**src/rtl/gc_response_rx.sv**
```systemverilog
// GameCube controller response receiver: decodes 24-bit ID or 64-bit button frames from the open-drain line.
// Optional stop-bit validation is enabled by defining GC_RX_STOP_CHECK_EN.
module gc_response_rx #(
   parameter int CLKS_PER_US = 100
) (
   input  logic        clk100mhz,
   input  logic        reset_n,
   input  logic        data_in,
   input  logic        send,
   input  logic        controller_init,
   output logic [23:0] wavebird_id,
   output logic        wavebird_id_ready,
   output logic [63:0] button_data,
   output logic        button_data_ready,
   output logic        rx_error
);

   typedef enum logic [2:0] {IDLE, ARMED, LOW, HIGH, STOP, DONE} state_t;

   localparam int ARM_CYC = 200 * CLKS_PER_US;
   localparam int TMR_W   = $clog2(ARM_CYC + 1);
   localparam int THR_I   = (2 * CLKS_PER_US > 1023) ? 1023 : 2 * CLKS_PER_US;
   localparam int LONG_I  = (5 * CLKS_PER_US > 1023) ? 1023 : 5 * CLKS_PER_US;
   localparam logic [TMR_W-1:0] ARM_LAST = TMR_W'(ARM_CYC - 1);
   localparam logic [9:0]       BIT_THR  = 10'(THR_I);
   localparam logic [9:0]       LONG_T   = 10'(LONG_I);

   state_t      state_r, state_nxt_s;
   logic        sync1_r, line_r, line_prev_r, send_prev_r;
   logic        mode24_r;
   logic [9:0]  cnt_r;
   logic [TMR_W-1:0] tmr_r;
   logic [6:0]  bit_cnt_r;
   logic [63:0] shift_r;
   logic [23:0] wavebird_id_r;
   logic [63:0] button_data_r;
   logic        wavebird_id_ready_r, button_data_ready_r, rx_error_r;

   logic        line_fall_s, line_rise_s, send_fall_s, send_rise_s;
   logic        last_bit_s, bit_s;
   logic        cnt_clr_s, cnt_inc_s, tmr_inc_s, arm_s, shift_s, err_s, done_s;
   logic [6:0]  frame_len_s;
`ifdef GC_RX_STOP_CHECK_EN
   logic        stop_low_r, stop_low_set_s;
`endif

   assign line_fall_s = line_prev_r & ~line_r;
   assign line_rise_s = ~line_prev_r & line_r;
   assign send_fall_s = send_prev_r & ~send;
   assign send_rise_s = ~send_prev_r & send;
   assign frame_len_s = mode24_r ? 7'd24 : 7'd64;
   assign last_bit_s  = (bit_cnt_r + 7'd1) == frame_len_s;
   assign bit_s       = cnt_r < BIT_THR;

   // Next-state and datapath strobes for the frame decoder
   always_comb begin
      state_nxt_s = state_r;
      cnt_clr_s   = 1'b0;
      cnt_inc_s   = 1'b0;
      tmr_inc_s   = 1'b0;
      arm_s       = 1'b0;
      shift_s     = 1'b0;
      err_s       = 1'b0;
      done_s      = 1'b0;
`ifdef GC_RX_STOP_CHECK_EN
      stop_low_set_s = 1'b0;
`endif
      if (send_rise_s && (state_r != IDLE)) begin
         state_nxt_s = IDLE;
      end else begin
         case (state_r)
            IDLE: begin
               if (send_fall_s) begin
                  arm_s       = 1'b1;
                  state_nxt_s = ARMED;
               end else begin
                  state_nxt_s = IDLE;
               end
            end
            ARMED: begin
               if (line_fall_s) begin
                  cnt_clr_s   = 1'b1;
                  state_nxt_s = LOW;
               end else if (tmr_r >= ARM_LAST) begin
                  state_nxt_s = IDLE;
               end else begin
                  tmr_inc_s = 1'b1;
               end
            end
            LOW: begin
               if (line_rise_s) begin
                  shift_s     = 1'b1;
                  cnt_clr_s   = 1'b1;
                  state_nxt_s = last_bit_s ? STOP : HIGH;
               end else if (cnt_r >= LONG_T) begin
                  err_s       = 1'b1;
                  state_nxt_s = IDLE;
               end else begin
                  cnt_inc_s = 1'b1;
               end
            end
            HIGH: begin
               if (line_fall_s) begin
                  cnt_clr_s   = 1'b1;
                  state_nxt_s = LOW;
               end else if (cnt_r >= LONG_T) begin
                  err_s       = 1'b1;
                  state_nxt_s = IDLE;
               end else begin
                  cnt_inc_s = 1'b1;
               end
            end
            STOP: begin
`ifdef GC_RX_STOP_CHECK_EN
               // First wait for the stop pulse to start, then require it to be short
               if (!stop_low_r) begin
                  if (line_fall_s) begin
                     cnt_clr_s      = 1'b1;
                     stop_low_set_s = 1'b1;
                  end else if (cnt_r >= LONG_T) begin
                     err_s       = 1'b1;
                     state_nxt_s = IDLE;
                  end else begin
                     cnt_inc_s = 1'b1;
                  end
               end else begin
                  if (line_rise_s) begin
                     state_nxt_s = DONE;
                  end else if (cnt_r >= BIT_THR) begin
                     err_s       = 1'b1;
                     state_nxt_s = IDLE;
                  end else begin
                     cnt_inc_s = 1'b1;
                  end
               end
`else
               state_nxt_s = DONE;
`endif
            end
            DONE: begin
               done_s      = 1'b1;
               state_nxt_s = IDLE;
            end
            default: begin
               state_nxt_s = IDLE;
            end
         endcase
      end
   end

   // Synchronizer, edge history and state register
   always_ff @(posedge clk100mhz or negedge reset_n) begin
      if (!reset_n) begin
         sync1_r     <= 1'b1;
         line_r      <= 1'b1;
         line_prev_r <= 1'b1;
         send_prev_r <= 1'b0;
         state_r     <= IDLE;
      end else begin
         sync1_r     <= data_in;
         line_r      <= sync1_r;
         line_prev_r <= line_r;
         send_prev_r <= send;
         state_r     <= state_nxt_s;
      end
   end

   // Counters, shift register and registered outputs
   always_ff @(posedge clk100mhz or negedge reset_n) begin
      if (!reset_n) begin
         mode24_r            <= 1'b0;
         cnt_r               <= 10'd0;
         tmr_r               <= '0;
         bit_cnt_r           <= 7'd0;
         shift_r             <= 64'd0;
         wavebird_id_r       <= 24'd0;
         button_data_r       <= 64'd0;
         wavebird_id_ready_r <= 1'b0;
         button_data_ready_r <= 1'b0;
         rx_error_r          <= 1'b0;
      end else begin
         if (cnt_clr_s) begin
            cnt_r <= 10'd0;
         end else if (cnt_inc_s && (cnt_r != 10'h3FF)) begin
            cnt_r <= cnt_r + 10'd1;
         end else begin
            cnt_r <= cnt_r;
         end
         if (arm_s) begin
            mode24_r  <= controller_init;
            tmr_r     <= '0;
            bit_cnt_r <= 7'd0;
         end else if (tmr_inc_s) begin
            tmr_r <= tmr_r + TMR_W'(1);
         end else if (shift_s) begin
            bit_cnt_r <= bit_cnt_r + 7'd1;
         end else begin
            tmr_r <= tmr_r;
         end
         if (shift_s) begin
            shift_r <= {shift_r[62:0], bit_s};
         end else begin
            shift_r <= shift_r;
         end
         if (done_s && mode24_r) begin
            wavebird_id_r <= shift_r[23:0];
         end else begin
            wavebird_id_r <= wavebird_id_r;
         end
         if (done_s && !mode24_r) begin
            button_data_r <= shift_r;
         end else begin
            button_data_r <= button_data_r;
         end
         wavebird_id_ready_r <= done_s & mode24_r;
         button_data_ready_r <= done_s & ~mode24_r;
         rx_error_r          <= err_s;
      end
   end

`ifdef GC_RX_STOP_CHECK_EN
   // Stop-pulse phase flag, cleared whenever STOP is left
   always_ff @(posedge clk100mhz or negedge reset_n) begin
      if (!reset_n) begin
         stop_low_r <= 1'b0;
      end else begin
         stop_low_r <= (state_nxt_s == STOP) && (stop_low_r || stop_low_set_s);
      end
   end
`endif

   assign wavebird_id       = wavebird_id_r;
   assign wavebird_id_ready = wavebird_id_ready_r;
   assign button_data       = button_data_r;
   assign button_data_ready = button_data_ready_r;
   assign rx_error          = rx_error_r;

endmodule
```
**config.mk**
```make
export PLATFORM = sky130hd
export DESIGN_NAME = gc_response_rx
export DESIGN_NICKNAME = d
export VERILOG_FILES = /design/src/rtl/gc_response_rx.sv
export SDC_FILE = /design/constraint.sdc
export NUM_CORES = 1
export LEC_CHECK = 0
export ABC_AREA = 1
export CAP_MARGIN = 0
export CORE_ASPECT_RATIO = 2
export CORE_MARGIN = 2
export CORE_UTILIZATION = 40
export CTS_BUF_LIST = sky130_fd_sc_hd__clkbuf_4
export DETAILED_ROUTE_END_ITERATION = 12
export PLACE_DENSITY_LB_ADDON = 0.15
export SYNTH_ARGS = -nofsm -noshare
export SYNTH_HDL_FRONTEND = slang
export SYNTH_SLANG_ARGS = --single-unit
```
**constraint.sdc**
```tcl
create_clock -name clk100mhz -period 1.95 [get_ports clk100mhz]
set_input_delay 0.39 -clock clk100mhz [delete_from_list [all_inputs] [get_ports clk100mhz]]
set_output_delay 0.39 -clock clk100mhz [all_outputs]
set_load 0.005 [all_outputs]
```
==> metrics.csv, run 1 <==
stage,metric,value,unit
status,outcome,finished clean,
layout,fin util,0.495,
clock_network,CTS max path bufs,2,
floorplan,Die Ht,206,um
worst_setup_path,CP Class,reg2out,
worst_setup_path,Critical Path Fanout Max,2,
clock_network,clock edge transition at the registers on the reported setup and hold paths,0.15,ns
sta,Final min period,1.88,ns
detailed_routing,DR vias,6078,
worst_setup_path,CP peak stage delay,0.50,ns
synth,Synth cell types,34,
synth,register area share after synthesis,0.596,
detailed_routing,drt first pass iters,4,
worst_setup_path,slowest CP cell,clkdlybuf4s50_1,
synth,Post-synth EDFFs,0,
worst_setup_path,CP Data Arrival Time,1.49,ns
place,Inst Count DP,1241,
worst_setup_path,worst endpoint required time,1.56,ns
grt,GR Layer Usage met2,0.316,
floorplan,Core Rows,74,
layout,share of cells above drive strength 1,0.108,
synth,Post-Syn Instances,891,
worst_setup_path,Crit path max-delay family,buffers and inverters,
floorplan,Die Width,105,um
sta,clk_skew,0.0142,ns
worst_setup_path,CP Buf/Inv Count,1,
synth,Syn Area/Cell,9.19,um^2
place,GP Congestion,0.833,
sta,setup violators final,0,
detailed_routing,remaining antenna violation count,0,
layout,Finished Layout Cells,1300,
layout,Final nets,1029,
layout,Area Growth Syn to Fin,22.5,%
detailed_routing,DRC viols,0,
worst_setup_path,critical path cell sequence,clkdlybuf4s50_1,
detailed_routing,drt via density,4.68,
grt,GRT busiest layer,met2,
job,max cap viols,0,
sta,max_slew headroom,0.693,
worst_setup_path,startpoint type of the worst setup path,register,
grt,wire length of the first global-routing pass,30100,um
min_path,Hold WC Path Type,in2reg,
floorplan,initial cell density of the core,0.404,
synth,Async SR Flop Fraction,1.00,
grt,number of global-route vias before repair,6153,
floorplan,boundary pin count,96,
clock_network,TritonCTS Buffers,17,
grt,pin count of the biggest net entering global routing,71,
power_and_ir_drop,Max VDD drop,0.000519,V
synth,Synth warnings,0,
synth,synthesized net count,900,
power_and_ir_drop,leakage,5.34,nW
sta,crit share post-route,0.962,
synth,largest area contributor in the netlist,dfrtp_1,
sta,max-slew violations,0,
grt,met3 Use GR,0.0442,
detailed_routing,DR WL/cell,13.7,um
sta,hold slack,0.183,ns
clock_network,CTS tree,done,
synth,Yosys top cell area share,0.587,
clock_network,clock sink count,195,
synth,Seq cells post-synth,195,
grt,GRT Util Overall,0.176,
sta,"Hold Vio Cnt, Final",0,
grt,gr ovfl total,0,
clock_network,CTS H-tree lvls,4,
floorplan,die area,0.0217,mm^2
floorplan,Core ar.,0.0203,mm^2
detailed_routing,initial drt markers,234,
worst_setup_path,element type at the critical path end,output port,
detailed_routing,routed wire length,17800,um
clock_network,clock latency on the worst-skew pair,0.61,ns
sta,Slew @ Worst Pin,0.461,ns
grt,initial antenna violation count,1,
place,dpl hpwl,12300,um
grt,met1 Use GR,0.201,
synth,Main synth FF type,dfrtp_1,
place,I/O Buffers,95,
clock_network,Root Buffer,clkbuf_4,
synth,synth top area cells,"dfrtp_1, nand2_1, o21ai_0",
power_and_ir_drop,Cell Pwr Density,724,mW/mm^2
sta,fmax,533,MHz
synth,Netlist Area Pre-Place,0.00819,mm^2
-- cells in the final DEF, fill, tap and decap left out, types with 2 or more instances in the layout --
cell type	count
nand2_1	228
dfrtp_1	191
inv_1	102
o21ai_0	92
o21ai_1	75
nand3_1	47
dlygate4sd2_1	42
buf_4	42
dlymetal6s2s_1	39
nor2_1	29
clkbuf_4	19
xor2_1	16
clkdlybuf4s50_1	13
buf_12	11
nor3_1	10
a21oi_1	8
inv_2	7
nand4_1	7
nor2_4	6
clkinv_1	6
nor2_2	4
nand3b_1	4
ha_1	4
o22ai_1	3
clkinv_2	3
dfstp_2	3
nand3_2	2
nand2_2	2
clkinv_4	2
clkinvlp_4	2
-- logic make-up after synthesis --
| group | after synthesis | synth area share |
|---|---|---|
| AND/OR/NAND/NOR | 341 | 0.180 |
| flip-flops | 195 | 0.596 |
| AO/OA/AOI/OAI | 185 | 0.118 |
| buffers and inverters | 149 | 0.0811 |
| XOR/XNOR | 17 | 0.0182 |
| adder cells (fa/ha/maj) | 4 | 0.00611 |
-- metal layers --
metal | part of all wire | up-vias
met5 | 0 | -
met2 | 0.53 | 92
met1 | 0.41 | 2864
li1 | - | 3100
met3 | 0.030 | 22
met4 | 0.023 | 0
-- registers in the layout, indices dropped and copies added (netlist names) --
signal / cells
bit_cnt_r: 7
button_data: 64
button_data_ready: 1
cnt_r: 10
line_prev_r: 1
line_r: 1
mode24_r: 1
rx_error: 1
send_prev_r: 1
shift_r: 64
state_r: 3
sync1_r: 1
tmr_r: 15
wavebird_id: 24
wavebird_id_ready: 1
-- Yosys cell counts, types with 2 or more instances --
cell type  count
a21oi_1        8
buf_2         18
buf_4          8
buf_6          7
clkbuf_1       6
dfrtp_1      192
dfstp_2        3
ha_1           4
inv_1        102
inv_2          8
nand2_1      228
nand2_2        2
nand3_1       47
nand3_2        2
nand3b_1       4
nand4_1        7
nor2_1        29
nor2_2         4
nor2_4         6
nor3_1        10
o21ai_0       92
o21ai_1       75
o22ai_1        3
xor2_1        16
-- where the power goes --
group | internal (W) | switching (W)
Combinational | 0.000384 | 0.000693
Sequential | 0.00420 | 0.000151
Clock | 0.000502 | 0.00134
-- path summary, 6_finish.rpt --
check,end,cells past startpoint,slack (ns),start
worst max-delay path,button_data[29],1,0.07,button_data[29]$_DFFE_PN0P_
worst min-delay path,sync1_r$_DFF_PN1_,1,0.18,data_in
worst max register to register,shift_r[47]$_DFFE_PN0P_,7,0.17,line_r$_DFF_PN1_
worst min register to register,line_r$_DFF_PN1_,0,0.37,sync1_r$_DFF_PN1_
max in group asynchronous,wavebird_id[15]$_DFFE_PN0P_,3,1.06,reset_n
min in group asynchronous,tmr_r[4]$_DFFE_PN0P_,2,0.27,reset_n
-- cell type report --
class                      count  area, um^2
inverter                     110         415
multi-input combinational    547        2640
sequential                   195        4880
clock buffer                  19         143
tap                          266         333
timing repair buffer         149        1550
antenna                        1        2.50
fill                        1952       10200
clock inverter                13        70.1
-- through the flow --
stage	instance area [um^2]	total power [W]	setup TNS (ns)	setup slack, ns
final	10000	0.00726	0	0.0748
after global routing	10000	0.00769	-0.00659	-0.00649
after CTS	9820	0.00738	0	0.000432
after detailed placement	9580	0.00551	0	0.0709
after global placement	9580	0.00551	0	0.0766
after floorplan	8190	0.00512	0	0.424
-- what timing repair did --
action / in CTS / in global routing
setup endpoints to repair: 46 / 42
hold buffers: 1 / 0
hold endpoints to repair: 40 / 0
resized for setup: 42 / 40
setup buffers: 10 / 15
Power figures use the tool's default switching activity.
==> run 2, diff against run 1 <==
--- a/config.mk
+++ b/config.mk
@@ -9,9 +9,10 @@
 export CAP_MARGIN = 0
 export CORE_ASPECT_RATIO = 2
 export CORE_MARGIN = 2
-export CORE_UTILIZATION = 40
+export CORE_UTILIZATION = 58
 export CTS_BUF_LIST = sky130_fd_sc_hd__clkbuf_4
 export DETAILED_ROUTE_END_ITERATION = 12
+export HOLD_SLACK_MARGIN = 0.15
 export PLACE_DENSITY_LB_ADDON = 0.15
 export SYNTH_ARGS = -nofsm -noshare
 export SYNTH_HDL_FRONTEND = slang
==> metrics.csv, run 2 (synthesis results as in run 1) <==
stage,metric,value,unit,change
worst_setup_path,reg2reg end,shift_r[0]$_DFFE_PN0P_,,
power_and_ir_drop,Logic pwr share,0.145,,-0.003
worst_setup_path,critical path cell sequence,clkdlybuf4s50_1,,
detailed_routing,drt first pass iters,5,,+1
detailed_routing,DR WL/cell,14.5,um,+6.5%
sta,max_slew headroom,0.695,,+0.00248
power_and_ir_drop,Reg power frac,0.586,,-0.013
layout,Final nets,1010,,-1.8%
floorplan,boundary pin count,96,,unchanged
sta,max-slew violations,0,,unchanged
worst_setup_path,CP peak stage delay,0.54,ns,+0.04 ns
layout,"commonest non-fill, non-tap cell in the layout",nand2_1,,
clock_network,clock latency on the worst-skew pair,0.58,ns,-0.03 ns
worst_setup_path,CP Class,reg2out,,
layout,most frequent cells in the layout,"nand2_1, dfrtp_1, inv_1",,
sta,"Hold Vio Cnt, Final",0,,unchanged
layout,Finished Layout Cells,1204,,-7.4%
detailed_routing,DRC viols,0,,unchanged
floorplan,Die Ht,172,um,-17%
clock_network,CTS H-tree lvls,4,,unchanged
worst_setup_path,Worst path depth,1,,unchanged
layout,Area Growth Syn to Fin,20.6,%,
job,max cap viols,0,,unchanged
sta,fmax,531,MHz,-0.39%
worst_setup_path,CP Data Arrival Time,1.49,ns,about the same
place,dpl hpwl,12400,um,+1.2%
detailed_routing,remaining antenna violation count,0,,unchanged
worst_setup_path,startpoint type of the worst setup path,register,,
floorplan,initial cell density of the core,0.590,,+0.186
power_and_ir_drop,Cell Pwr Density,752,mW/mm^2,+3.9%
worst_setup_path,"setup slack, reg-to-reg",0.20,ns,+0.03 ns
worst_setup_path,worst endpoint required time,1.56,ns,about the same
detailed_routing,routed wire length,17500,um,-1.4%
worst_setup_path,Crit path max-delay family,buffers and inverters,,
sta,Slew @ Worst Pin,0.457,ns,-0.00372 ns
worst_setup_path,Worst Reg-to-Reg Cells,7,,unchanged
floorplan,Core Rows,61,,-18%
sta,crit share post-route,0.965,,+0.00376
worst_setup_path,Critical Path Fanout Max,2,,unchanged
sta,setup violators final,0,,unchanged
min_path,Hold WC Path Type,in2async,,
sta,clk_skew,0.0180,ns,+0.00378 ns
power_and_ir_drop,switch share,0.294,,-0.00569
power_and_ir_drop,total power,0.00743,W,+2.3%
detailed_routing,drt via density,5.14,,+9.8%
clock_network,CTS tree,done,,
power_and_ir_drop,leakage,4.93,nW,-7.5%
worst_setup_path,CP Buf/Inv Count,1,,unchanged
detailed_routing,DR vias,6183,,+1.7%
worst_setup_path,Setup crit start,button_data[14]$_DFFE_PN0P_,,
floorplan,Core ar.,0.0139,mm^2,-31%
place,GP Congestion,0.911,,+9.4%
power_and_ir_drop,internal power component,0.00524,W,+3.1%
worst_setup_path,element type at the critical path end,output port,,
floorplan,Die Width,88.0,um,-16%
place,I/O Buffers,95,,unchanged
grt,initial antenna violation count,1,,unchanged
clock_network,TritonCTS Buffers,17,,unchanged
place,Inst Count DP,1158,,-6.7%
clock_network,clock edge transition at the registers on the reported setup and hold paths,0.15,ns,about the same
status,outcome,finished clean,,
layout,share of cells above drive strength 1,0.0957,,-0.0128
grt,pin count of the biggest net entering global routing,68,,-4.2%
clock_network,Root Buffer,clkbuf_4,,
worst_setup_path,crit path capture,button_data[14],,
grt,wire length of the first global-routing pass,28800,um,-4.2%
grt,GRT Util Overall,0.248,,+0.0718
sta,Final min period,1.88,ns,+0.00734 ns
clock_network,clock sink count,195,,unchanged
power_and_ir_drop,Clock power frac,0.269,,+0.016
clock_network,CTS max path bufs,2,,unchanged
worst_setup_path,slowest CP cell,clkdlybuf4s50_1,,
floorplan,die area,0.0151,mm^2,-30%
power_and_ir_drop,Max VDD drop,0.000529,V,+2.0%
grt,number of global-route vias before repair,6095,,-0.94%
detailed_routing,initial drt markers,299,,+28%
sta,setup TNS,0,ns,unchanged
grt,gr ovfl total,0,,unchanged
power_and_ir_drop,switching power,0.00219,W,+0.32%
worst_setup_path,r2r startpoint,line_r$_DFF_PN1_,,
run 2: layout make-up:
| class | count | area (um^2) |
|---|---|---|
| antenna | 1 | 2.50 |
| clock buffer | 19 | 143 |
| clock inverter | 13 | 111 |
| fill | 1119 | 4020 |
| inverter | 110 | 415 |
| multi-input combinational | 547 | 2640 |
| sequential | 195 | 4880 |
| tap | 189 | 236 |
| timing repair buffer | 130 | 1440 |
run 2: worst min-delay path by stage:
stage                      start                  endpoint  depth (start not counted)
2_1_floorplan            reset_n  bit_cnt_r[0]$_DFFE_PN0P_                          0
3_3_place_gp   sync1_r$_DFF_PN1_          line_r$_DFF_PN1_                          0
3_5_place_dp   sync1_r$_DFF_PN1_          line_r$_DFF_PN1_                          0
4_1_cts                  data_in         sync1_r$_DFF_PN1_                          1
5_1_grt                     send     send_prev_r$_DFF_PN0_                          1
6_report                 reset_n     tmr_r[13]$_DFFE_PN0P_                          2
run 2: power by group through the flow:
stage / combinational, W / clock, W / sequential (W)
2_1_floorplan: 0.000729 / 0 / 0.00439
3_3_place_gp: 0.00105 / 0 / 0.00442
3_5_place_dp: 0.00108 / 0 / 0.00443
4_1_cts: 0.00108 / 0.00207 / 0.00435
5_1_grt: 0.00121 / 0.00223 / 0.00438
6_report: 0.00107 / 0.00200 / 0.00435
run 2: stage by stage:
stage	area (um^2)	hold slack, ns	setup slack [ns]	util
final	9880	0.307	0.0675	0.711
after global routing	9880	0.284	-0.00646	0.711
after CTS	9720	0.162	0.00191	0.700
after detailed placement	9450	0.350	-0.0302	0.680
after global placement	9450	0.353	0.0246	0.680
after floorplan	8190	0.0944	0.424	-
run 2: what timing repair did:
| item | in CTS | in global routing |
|---|---|---|
| hold buffers | 1 | 1 |
| cloned | 0 | 0 |
| gates resized for setup | 8 | 32 |
| buffers inserted | 3 | 8 |
| setup endpoints to repair | 9 | 36 |
| endpoints found under the hold margin | 171 | 1 |
run 2: metal layers:
layer / track usage / vias to the layer above / wire length (um)
met1: 0.293 / 2959 / 6820
met3: 0.0511 / 36 / 559
li1: - / 3056 / -
met5: 0 / - / 0
met2: 0.443 / 132 / 9760
met4: 0.0850 / 0 / 372
==> run 3, diff against run 2 <==
--- a/config.mk
+++ b/config.mk
@@ -13,6 +13,7 @@
 export CTS_BUF_LIST = sky130_fd_sc_hd__clkbuf_4
 export DETAILED_ROUTE_END_ITERATION = 12
 export HOLD_SLACK_MARGIN = 0.15
+export MAX_ROUTING_LAYER = met4
 export PLACE_DENSITY_LB_ADDON = 0.15
 export SYNTH_ARGS = -nofsm -noshare
 export SYNTH_HDL_FRONTEND = slang
==> metrics.csv, run 3 (synthesis results as in run 1) <==
stage,metric,value,unit,change
detailed_routing,remaining antenna violation count,0,,unchanged
power_and_ir_drop,total power,0.00771,W,+3.9%
place,GP Congestion,0.939,,+3.1%
grt,pin count of the biggest net entering global routing,65,,-4.4%
status,outcome,finished clean,,
floorplan,Core Rows,61,,unchanged
worst_setup_path,CP peak stage delay,0.57,ns,+0.03 ns
sta,Slew @ Worst Pin,0.575,ns,+0.118 ns
worst_setup_path,element type at the critical path end,output port,,
floorplan,die area,0.0151,mm^2,unchanged
detailed_routing,initial drt markers,343,,+15%
power_and_ir_drop,Max VDD drop,0.000595,V,+12%
clock_network,CTS H-tree lvls,4,,unchanged
worst_setup_path,critical path cell sequence,clkdlybuf4s50_1,,
worst_setup_path,reg2reg end,tmr_r[10]$_DFFE_PN0P_,,
detailed_routing,routed wire length,17000,um,-3.0%
layout,Final nets,1005,,-0.50%
floorplan,Die Width,88.0,um,unchanged
layout,Area Growth Syn to Fin,20.0,%,
grt,wire length of the first global-routing pass,28600,um,-0.98%
detailed_routing,DR vias,6122,,-0.99%
floorplan,Core ar.,0.0139,mm^2,unchanged
sta,clk_skew,0.0217,ns,+0.00373 ns
place,dpl hpwl,12200,um,-1.7%
sta,setup TNS,0,ns,unchanged
layout,"commonest non-fill, non-tap cell in the layout",nand2_1,,
floorplan,boundary pin count,96,,unchanged
detailed_routing,drt via density,5.11,,-0.49%
worst_setup_path,Worst path depth,1,,unchanged
worst_setup_path,CP Buf/Inv Count,1,,unchanged
worst_setup_path,Crit path max-delay family,buffers and inverters,,
clock_network,TritonCTS Buffers,17,,unchanged
min_path,Worst Hold Depth,1,,
layout,fin util,0.707,,-0.00369
sta,setup violators final,0,,unchanged
sta,max-slew violations,0,,unchanged
detailed_routing,DR WL/cell,14.2,um,-2.5%
sta,max_slew headroom,0.616,,-0.0788
detailed_routing,drt first pass iters,4,,-1
min_path,min-delay src,data_in,,
grt,gr ovfl total,0,,unchanged
floorplan,Die Ht,172,um,unchanged
sta,"Hold Vio Cnt, Final",0,,unchanged
sta,Final min period,1.87,ns,-0.00936 ns
power_and_ir_drop,Cell Pwr Density,785,mW/mm^2,+4.4%
worst_setup_path,Worst Reg-to-Reg Cells,8,,+1
worst_setup_path,CP Data Arrival Time,1.48,ns,about the same
sta,crit share post-route,0.961,,-0.00480
min_path,Hold WC Path Type,in2reg,,
sta,setup ws final,0.0769,ns,+0.00936 ns
clock_network,CTS max path bufs,2,,unchanged
floorplan,initial cell density of the core,0.590,,unchanged
layout,share of cells above drive strength 1,0.0893,,-0.00638
clock_network,CTS tree,done,,
worst_setup_path,Critical Path Fanout Max,2,,unchanged
worst_setup_path,worst endpoint required time,1.56,ns,about the same
clock_network,clock sink count,195,,unchanged
layout,most frequent cells in the layout,"nand2_1, dfrtp_1, inv_1",,
clock_network,Root Buffer,clkbuf_4,,
worst_setup_path,slowest CP cell,clkdlybuf4s50_1,,
power_and_ir_drop,leakage,4.36,nW,-12%
sta,fmax,534,MHz,+0.50%
clock_network,clock edge transition at the registers on the reported setup and hold paths,0.15,ns,about the same
place,I/O Buffers,95,,unchanged
worst_setup_path,"setup slack, reg-to-reg",0.18,ns,-0.02 ns
worst_setup_path,Setup crit start,wavebird_id[21]$_DFFE_PN0P_,,
place,pre-CTS setup slack,-0.0694,ns,-0.0392 ns
job,max cap viols,0,,unchanged
sta,RSZ-0062 raised after global routing,false,,
grt,initial antenna violation count,1,,unchanged
worst_setup_path,r2r startpoint,tmr_r[2]$_DFFE_PN0P_,,
grt,number of global-route vias before repair,6067,,-0.46%
clock_network,clock latency on the worst-skew pair,0.55,ns,-0.03 ns
worst_setup_path,startpoint type of the worst setup path,register,,
worst_setup_path,crit path capture,wavebird_id[21],,
layout,Fill cells,1151,,+2.9%
detailed_routing,DRC viols,0,,unchanged
grt,GRT Util Overall,0.250,,+0.00170
worst_setup_path,CP Class,reg2out,,
run 3: cell types whose count changed in the layout (fill, tap and decap cells not counted), moves of 2 or more:
cell / previous run / this run
dlygate4sd2_1: 8 / 1
clkinv_2: 4 / 1
clkbuf_4: 19 / 17
dlymetal6s2s_1: 30 / 2
clkinv_1: 1 / 3
bufinv_16: 1 / 4
clkdlybuf4s50_1: 56 / 91
buf_4: 20 / 16
run 3: area by class of cell:
cell class              count  area [um^2]  share of cell area
diodes                      1         2.50            0.000255
clock buffers              17          128              0.0130
clock inverters            14          185              0.0188
inverters                 110          415              0.0423
multi-input cells         547         2640               0.269
flip-flops and latches    195         4880               0.497
well taps                 189          236              0.0241
repair buffers            125         1330               0.136
run 3: layer usage:
| metal | global-route usage | routed length (um) |
|---|---|---|
| met1 | 0.294 | 6750 |
| met2 | 0.427 | 9400 |
| met3 | 0.0363 | 448 |
| met4 | 0.102 | 395 |
| met5 | - | 0 |
run 3: worst register-to-register path, delay by kind of cell, from the launching register on:
family          cells  cell delay, ns
buf+inv             1            0.16
simple gates        6            0.79
flops               1            0.48
compound gates      1            0.26
run 3: timing repair:
| action | CTS | global route |
|---|---|---|
| endpoints found under the hold margin | 54 | 0 |
| pin swaps | 0 | 0 |
| resized for setup | 1 | 5 |
| buffers inserted | 1 | 1 |
| endpoints found under the setup margin | 2 | 21 |
| hold buffers | 1 | 0 |
run 3: where the power goes:
part           total (W)  internal (W)  switching, W
registers        0.00435       0.00420      0.000155
logic            0.00104      0.000361      0.000681
clock network    0.00232       0.00101       0.00131
run 3: stage by stage:
step                      hold WS, ns  cells  cell area, um^2
after floorplan                0.0944    891             8190
after global placement          0.349   1163             9470
after detailed placement        0.350   1163             9470
after CTS                       0.189   1196             9800
after global routing            0.192   1198             9820
final                           0.232   1198             9820
run 3: worst min-delay path by stage:
stage	end
floorplan	bit_cnt_r[0]$_DFFE_PN0P_
global placement	line_r$_DFF_PN1_
detailed placement	line_r$_DFF_PN1_
CTS	sync1_r$_DFF_PN1_
global route	sync1_r$_DFF_PN1_
finish	sync1_r$_DFF_PN1_
